--- src/rtl/mist_sd_arbiter.sv ---
// Round-robin owner of the single hps_io virtual-disk channel: one sector transfer at a time.
// Define MIST_SDARB_TIMEOUT_EN to add an ISSUE-state ack watchdog with req_err abort pulses.
module mist_sd_arbiter #(
    parameter int NREQ = 4,
    parameter int TO_W = 24
) (
    input  logic                clk_sys,
    input  logic                reset,
    input  logic [NREQ-1:0]     req_rd,
    input  logic [NREQ-1:0]     req_wr,
    input  logic [32*NREQ-1:0]  req_lba,
    input  logic [8*NREQ-1:0]   req_buff_din,
    output logic [NREQ-1:0]     req_buff_wr,
    output logic [NREQ-1:0]     req_done,
    output logic [NREQ-1:0]     req_err,
    output logic [NREQ-1:0]     grant,
    output logic                busy,
    output logic [31:0]         sd_lba,
    output logic [NREQ-1:0]     sd_rd,
    output logic [NREQ-1:0]     sd_wr,
    input  logic                sd_ack,
    input  logic                sd_buff_wr,
    output logic [7:0]          sd_buff_din
);
    localparam int IDX_W = (NREQ > 1) ? $clog2(NREQ) : 1;

    typedef enum logic [2:0] {
        ST_IDLE,
        ST_ISSUE,
        ST_XFER,
        ST_DONE,
        ST_GAP
    } state_t;

    state_t            state_q, state_d;
    logic [NREQ-1:0]   grant_q, grant_d;
    logic [NREQ-1:0]   sd_rd_q, sd_rd_d;
    logic [NREQ-1:0]   sd_wr_q, sd_wr_d;
    logic [NREQ-1:0]   done_q, done_d;
    logic [31:0]       lba_q, lba_d;
    logic [IDX_W-1:0]  last_q, last_d;

    logic [NREQ-1:0]   pending;
    logic              pick_valid;
    logic [IDX_W-1:0]  pick_idx;
    logic [IDX_W-1:0]  cand;
    logic [31:0]       lba_arr [NREQ];
    logic [7:0]        din_arr [NREQ];
    logic [7:0]        buff_din;

    // TO_W must be at least 1 for the watchdog counter to exist.
    if (TO_W < 1) begin : g_to_w_invalid
    end

`ifdef MIST_SDARB_TIMEOUT_EN
    logic [TO_W-1:0]   to_cnt_q, to_cnt_d;
    logic [TO_W-1:0]   to_inc;
    logic [NREQ-1:0]   err_q, err_d;

    assign to_inc = to_cnt_q + TO_W'(1);
`endif

    assign pending = req_rd | req_wr;

    always_comb begin
        for (int i = 0; i < NREQ; i++) begin
            lba_arr[i] = req_lba[32*i +: 32];
            din_arr[i] = req_buff_din[8*i +: 8];
        end
    end

    // Descending scan so the candidate nearest to last_q+1 is the final winner.
    always_comb begin
        pick_valid = 1'b0;
        pick_idx   = '0;
        cand       = '0;
        for (int k = NREQ; k >= 1; k--) begin
            cand = IDX_W'((int'(last_q) + k) % NREQ);
            if (pending[cand]) begin
                pick_valid = 1'b1;
                pick_idx   = cand;
            end
        end
    end

    always_comb begin
        buff_din = 8'h00;
        for (int i = 0; i < NREQ; i++) begin
            if (grant_q[i]) begin
                buff_din = buff_din | din_arr[i];
            end
        end
    end

    always_comb begin
        state_d = state_q;
        grant_d = grant_q;
        sd_rd_d = sd_rd_q;
        sd_wr_d = sd_wr_q;
        done_d  = '0;
        lba_d   = lba_q;
        last_d  = last_q;
`ifdef MIST_SDARB_TIMEOUT_EN
        err_d    = '0;
        to_cnt_d = to_cnt_q;
`endif
        case (state_q)
            ST_IDLE: begin
                if (pick_valid) begin
                    grant_d           = '0;
                    grant_d[pick_idx] = 1'b1;
                    lba_d             = lba_arr[pick_idx];
                    sd_rd_d           = '0;
                    sd_wr_d           = '0;
                    if (req_wr[pick_idx]) begin
                        sd_wr_d[pick_idx] = 1'b1;
                    end else begin
                        sd_rd_d[pick_idx] = 1'b1;
                    end
                    last_d  = pick_idx;
                    state_d = ST_ISSUE;
`ifdef MIST_SDARB_TIMEOUT_EN
                    to_cnt_d = '0;
`endif
                end
            end
            ST_ISSUE: begin
                if (sd_ack) begin
                    sd_rd_d = '0;
                    sd_wr_d = '0;
                    state_d = ST_XFER;
                end
`ifdef MIST_SDARB_TIMEOUT_EN
                // Unmounted images never ack; abort once the counter reaches all-ones.
                else if (&to_inc) begin
                    sd_rd_d = '0;
                    sd_wr_d = '0;
                    done_d  = grant_q;
                    err_d   = grant_q;
                    state_d = ST_DONE;
                end else begin
                    to_cnt_d = to_inc;
                end
`endif
            end
            ST_XFER: begin
                if (!sd_ack) begin
                    done_d  = grant_q;
                    state_d = ST_DONE;
                end
            end
            ST_DONE: begin
                state_d = ST_GAP;
            end
            ST_GAP: begin
                grant_d = '0;
                state_d = ST_IDLE;
            end
            default: begin
                state_d = ST_IDLE;
            end
        endcase
    end

    always_ff @(posedge clk_sys or posedge reset) begin
        if (reset) begin
            state_q <= ST_IDLE;
            grant_q <= '0;
            sd_rd_q <= '0;
            sd_wr_q <= '0;
            done_q  <= '0;
            lba_q   <= '0;
            last_q  <= '0;
        end else begin
            state_q <= state_d;
            grant_q <= grant_d;
            sd_rd_q <= sd_rd_d;
            sd_wr_q <= sd_wr_d;
            done_q  <= done_d;
            lba_q   <= lba_d;
            last_q  <= last_d;
        end
    end

`ifdef MIST_SDARB_TIMEOUT_EN
    always_ff @(posedge clk_sys or posedge reset) begin
        if (reset) begin
            to_cnt_q <= '0;
            err_q    <= '0;
        end else begin
            to_cnt_q <= to_cnt_d;
            err_q    <= err_d;
        end
    end

    assign req_err = err_q;
`else
    assign req_err = '0;
`endif

    assign grant       = grant_q;
    assign sd_rd       = sd_rd_q;
    assign sd_wr       = sd_wr_q;
    assign sd_lba      = lba_q;
    assign req_done    = done_q;
    assign busy        = (state_q != ST_IDLE);
    assign req_buff_wr = {NREQ{sd_buff_wr & sd_ack}} & grant_q;
    assign sd_buff_din = buff_din;

endmodule

--- config.mk ---
export PLATFORM = sky130hd
export DESIGN_NAME = mist_sd_arbiter
export DESIGN_NICKNAME = d
export VERILOG_FILES = /design/src/rtl/mist_sd_arbiter.sv
export SDC_FILE = /design/constraint.sdc
export NUM_CORES = 1
export LEC_CHECK = 0
export CAP_MARGIN = 40
export CORE_ASPECT_RATIO = 0.9
export CORE_MARGIN = 4
export CORE_UTILIZATION = 30
export CTS_BUF_LIST = sky130_fd_sc_hd__clkbuf_2
export CTS_CLUSTER_SIZE = 14
export DETAILED_ROUTE_END_ITERATION = 10
export PLACE_DENSITY = 0.78
export SLEW_MARGIN = 20
export SYNTH_ARGS = -nofsm -noshare
export SYNTH_HDL_FRONTEND = slang
export SYNTH_SLANG_ARGS = --single-unit
--- constraint.sdc ---
create_clock -name clk_sys -period 2.4 [get_ports clk_sys]
set_clock_uncertainty 0.15 [all_clocks]
set_input_delay 0.36 -clock clk_sys [delete_from_list [all_inputs] [get_ports clk_sys]]
set_output_delay 0.36 -clock clk_sys [all_outputs]
set_load 0.03 [all_outputs]
# Word-level counts from Yosys, hierarchy flattened
# Index checks and enable logic that the tools add are counted.
# W data, S select, Z words.
# classes
addsub	4
eq_ne	7
order_cmp	7
muxes	42
bitwise_logic	7
reduce_logical	9
# ops
cell	count
$bmux W32 S2	1
$mux W32	2
$mux W4	8
$mux W8	4
$or A8 B8 Y8	3
$pmux W4 S2	3
$lt A2 B3 Y1 const B	5
$pmux W3 S4	1
$bmux W1 S2	5
$mux W1	10
$mux W3	3
$mux W2	4
$eq A3 B2 Y1 const B	2
$ne A2 B2 Y1 const B	3
$reduce_and A3 Y1	2
$add A2 B1 Y2 const B	2
$add A2 B2 Y2 const B	2
$and A4 B4 Y4	1
$or A4 B4 Y4	1
$reduce_and A2 Y1	2
$reduce_bool A2 Y1	2
$eq A3 B1 Y1 const B	1
$eq A3 B3 Y1 const B	1
$ge A3 B3 Y1 const B	1
7 further kinds	7
# word_totals
elab_cells	83
output_inout_bits	65
inputBits	172
ff_bits	53

# Logic depth before layout (Yosys ltp)
# depth
word_depth	14
depth_mapped	9

# Least setup slack after synthesis
# Ideal clock, no wire load.
# synth_path
path_type	register to register
from	register state_q[0]
to	register lba_q[1], in the netlist sd_lba[1]
path_buffers	3
arrival_time_ns	1.754
stages_incl_launch_ff	8
slack_ns	0.370
path_cell_list	dfrtp_1 -> buf_2 -> or3_4 -> nand2b_1 -> buf_4 -> buf_4 -> a21o_1 -> o32a_1
# synth_between
elab_chain_cells	2
# synth_lines
element	line_no	source
start, declared	35	state_t state_q, state_d;
start signal, assigned	175	state_q <= state_d;
$logic_not A3 Y1	107	case (state_q)
$reduce_and A2 Y1 (no line)	--	
end signal, assigned	180	lba_q <= lba_d;
end, declared	40	logic [31:0] lba_q, lba_d;
# Every way passes these cells.
# A chain may end at the register's enable or synchronous reset.

# Final worst setup path
# layout_path
from	register grant_q[2], in the netlist grant[2]
to	output port sd_buff_din[6]
# layout_between
elab_chain_cells	3
# layout_lines
element	line_no	source
start, declared	36	logic [NREQ-1:0] grant_q, grant_d;
start signal, assigned	176	grant_q <= grant_d;
$mux W8 *	89	if (grant_q[i]) begin
$or A8 B8 Y8	90	buff_din = buff_din | din_arr[i];
$mux W8 *	89	
end, declared	23	output logic [7:0] sd_buff_din
# Every way passes the cells marked *; elsewhere a longest branch is shown, timed or not.

==> metrics.md <==
| Metric | Value |
|---|---|
| Largest net degree at the start of global routing | 29 |
| Slew Limit Fails | 0 |
| Area grow syn2layout | 76.8% |
| Gr ovfl total | 0 |
| Max frequency | 435 MHz |
| Routability congestion estimate from global placement | 0.884 |
| Total power | 7590 µW |
| Final min period | 2300 ps |
| Initial antenna violation count | 0 |
| CTS buffer count | 5 |
| FF+latch count, synth | 53 |
| Startpoint Class | flip-flop |
| Unrepaired setup endpoints after global routing | no |
| RR Endpoint | sd_lba[23] |
| Final setup fails | 0 |
| Crit. Startpoint | grant[2] |
| Via/cell ratio | 5.44 |
| Clock sinks | 53 |
| TritonCTS clock tree | yes |
| Post-DRT Antenna Nets | 0 |
| Placed wire-length estimate | 12,000 µm |
| Post-DP Area | 0.00623 mm² |
| Reg-to-reg slack, setup | 150 ps |
| R2R Path Start | last_q[1] |
| Hold Path Depth | 3 |
| First-pass GRT wire length | 24,300 µm |
| Slew @ Worst Pin | 618 ps |
| EDFF count, synth | 0 |
| Die Width | 123 µm |
| H-tree levels | 2 |
| Reg clk slew, reported paths | 310 ps |
| WS Path Type | reg2out |
| Cell depth of the worst flop-to-flop path | 6 |
| Setup TNS Final | 0 ps |
| Std cell rows | 37 |
| Die Y | 112 µm |
| Core ar. | 0.0116 mm² |
| # IOs | 237 |
| Worst setup path end | sd_buff_din[6] |
| Share of layout cells above drive strength 1 | 0.116 |
| Final nets | 843 |
| Min-Delay Path Class | in2reg |
| Worst-path fanout max | 10 |
| N_diodes | 0 |
| Critical Path AT | 1790 ps |
| Clock Tree Buf Depth | 2 |
| Design Area, Final | 0.00633 mm² |
| Pre-CTS setup slack | -354 ps |
| Synth warn | 0 |
| Outcome | finished, final reports clean |
| PortBufs | 232 |
| Iteration-0 DRC count of the detailed router | 302 |
| Max cap viols | 0 |
| Tcrit/Tclk final | 0.958 |
| CP endpoint kind | primary output |
| Vias in the first global route | 4,718 |
| Post-synth ARST share | 1.00 |
| Gate Count Post-Synth | 428 |
| Relative slew slack | 0.582 |
| Leakage power | 0.00264 µW |
| CTS root buf | clkbuf_2 |
| Routed WL | 15,500 µm |
| Synthesized area | 0.00358 mm² |
| GR Util All Layers | 0.218 |
| Starting Density | 0.309 |
| Synth unique cells | 48 |
| Wire per inst | 18.7 µm |
| Die ar. | 0.0138 mm² |
| Fin. Hold Viols | 0 |
| Pwr Density | 1200 mW/mm² |
| First drt pass iteration count | 5 |
| Total number of vias | 4,504 |
| Sequential share of the synthesized area | 0.370 |
| Post-route DRC | 0 |
| Max VDD drop | 0.620 mV |
| Syn_area_per_cell | 8.37 µm² |
| Setup ws final | 100 ps |
| Worst EP required | 1890 ps |
| Worst-skew pair later-pin latency | 460 ps |
| Ys flop type | dfrtp_1 |
## state kept, by name (all words and copies together) (netlist names)
register  flops
sd_rd         4
grant         4
sd_lba       32
sd_wr         4
state_q       3
last_q        2
req_done      4
## worst max-delay path: stages, from the launching register on
cell	delay (ps)
dfrtp_2	500
buf_12	140
a22oi_1	260
nand2_1	90
dlygate4sd2_1	360
## cells in the final DEF (no fill, tap or decap), drive strengths merged, types with 10 or more instances in the layout
| master | n |
|---|---|
| a32oi | 26 |
| o21ai | 34 |
| buf | 47 |
| a21oi | 63 |
| dfrtp | 53 |
| nor2 | 36 |
| a21o | 10 |
| and3 | 11 |
| dlygate4sd2 | 12 |
| clkdlybuf4s50 | 219 |
| nand2 | 41 |
| o22ai | 25 |
| a22oi | 16 |
## cell type report
cell class | count | area (µm²)
clock buffer | 5 | 25.0
fill | 1020 | 5240
timing repair buffer | 280 | 2740
sequential | 53 | 1330
clock inverter | 3 | 28.8
inverter | 4 | 15.0
tap | 156 | 195
multi-input combinational | 327 | 1990
## through the flow
step	hold WS, ps	instances	utilization
floorplan	306	431	-
global placement	317	814	0.537
detailed placement	325	815	0.538
CTS	0.357	826	0.544
global route	316	828	0.547
finish	361	828	0.547
## synth_stat cells, types with 2 or more instances
library cell,count,area (µm²)
buf_4,13,97.6
nand4_1,7,43.8
a32oi_1,26,228
a21oi_1,62,310
buf_2,12,60.1
or4_1,2,15.0
o31ai_1,8,60.1
nor2_1,34,128
o22ai_1,25,156
nand3b_1,2,15.0
and3_1,11,68.8
o21ai_0,31,155
a21o_1,10,75.1
a22o_1,5,43.8
buf_6,6,67.6
inv_1,4,15.0
o21ai_1,2,10.0
clkbuf_1,15,56.3
o32a_1,7,70.1
nand3_1,3,15.0
a22oi_1,16,120
and3b_1,2,17.5
and2_1,4,25.0
nand2b_1,4,25.0
dfrtp_1,53,1330
nand2_1,41,154
nor2_2,2,12.5
## logic make-up after synthesis
family          count (synthesis)  synth area share
compound gates                201             0.369
simple gates                  122             0.176
flops                          53             0.370
buf+inv                        51            0.0839
other cells                     1           0.00105
## power by group
part	leakage [µW]	switching [µW]	internal [µW]	total, µW
logic	0.00197	3160	2340	5500
registers	0.000632	339	1320	1660
clock network	0.0000359	334	89.8	424
total	0.00264	3840	3750	7590
## layer usage
layer | global-route usage | vias up | routed length, µm
met3 | 0.0416 | 36 | 1150
met5 | 0 | - | 0
met2 | 0.384 | 243 | 7890
li1 | - | 2099 | -
met1 | 0.265 | 2126 | 6080
met4 | 0.0672 | 0 | 408
## timing repair
item	CTS	global route
resized for setup	17	3
setup buffers	3	1
endpoints found under the setup margin	16	2
hold endpoints to repair	0	5
hold buffers	0	1
pin swaps	0	0
## worst min path at each step
stage / end / start
finish: sd_lba[6] / req_lba[6]
global route: sd_lba[12] / req_lba[12]
CTS: sd_lba[30] / reset
detailed placement: sd_wr[0] / sd_wr[0]
global placement: sd_wr[3] / sd_wr[3]
floorplan: sd_rd[0] / req_wr[0]
Power figures use the tool's default switching activity.
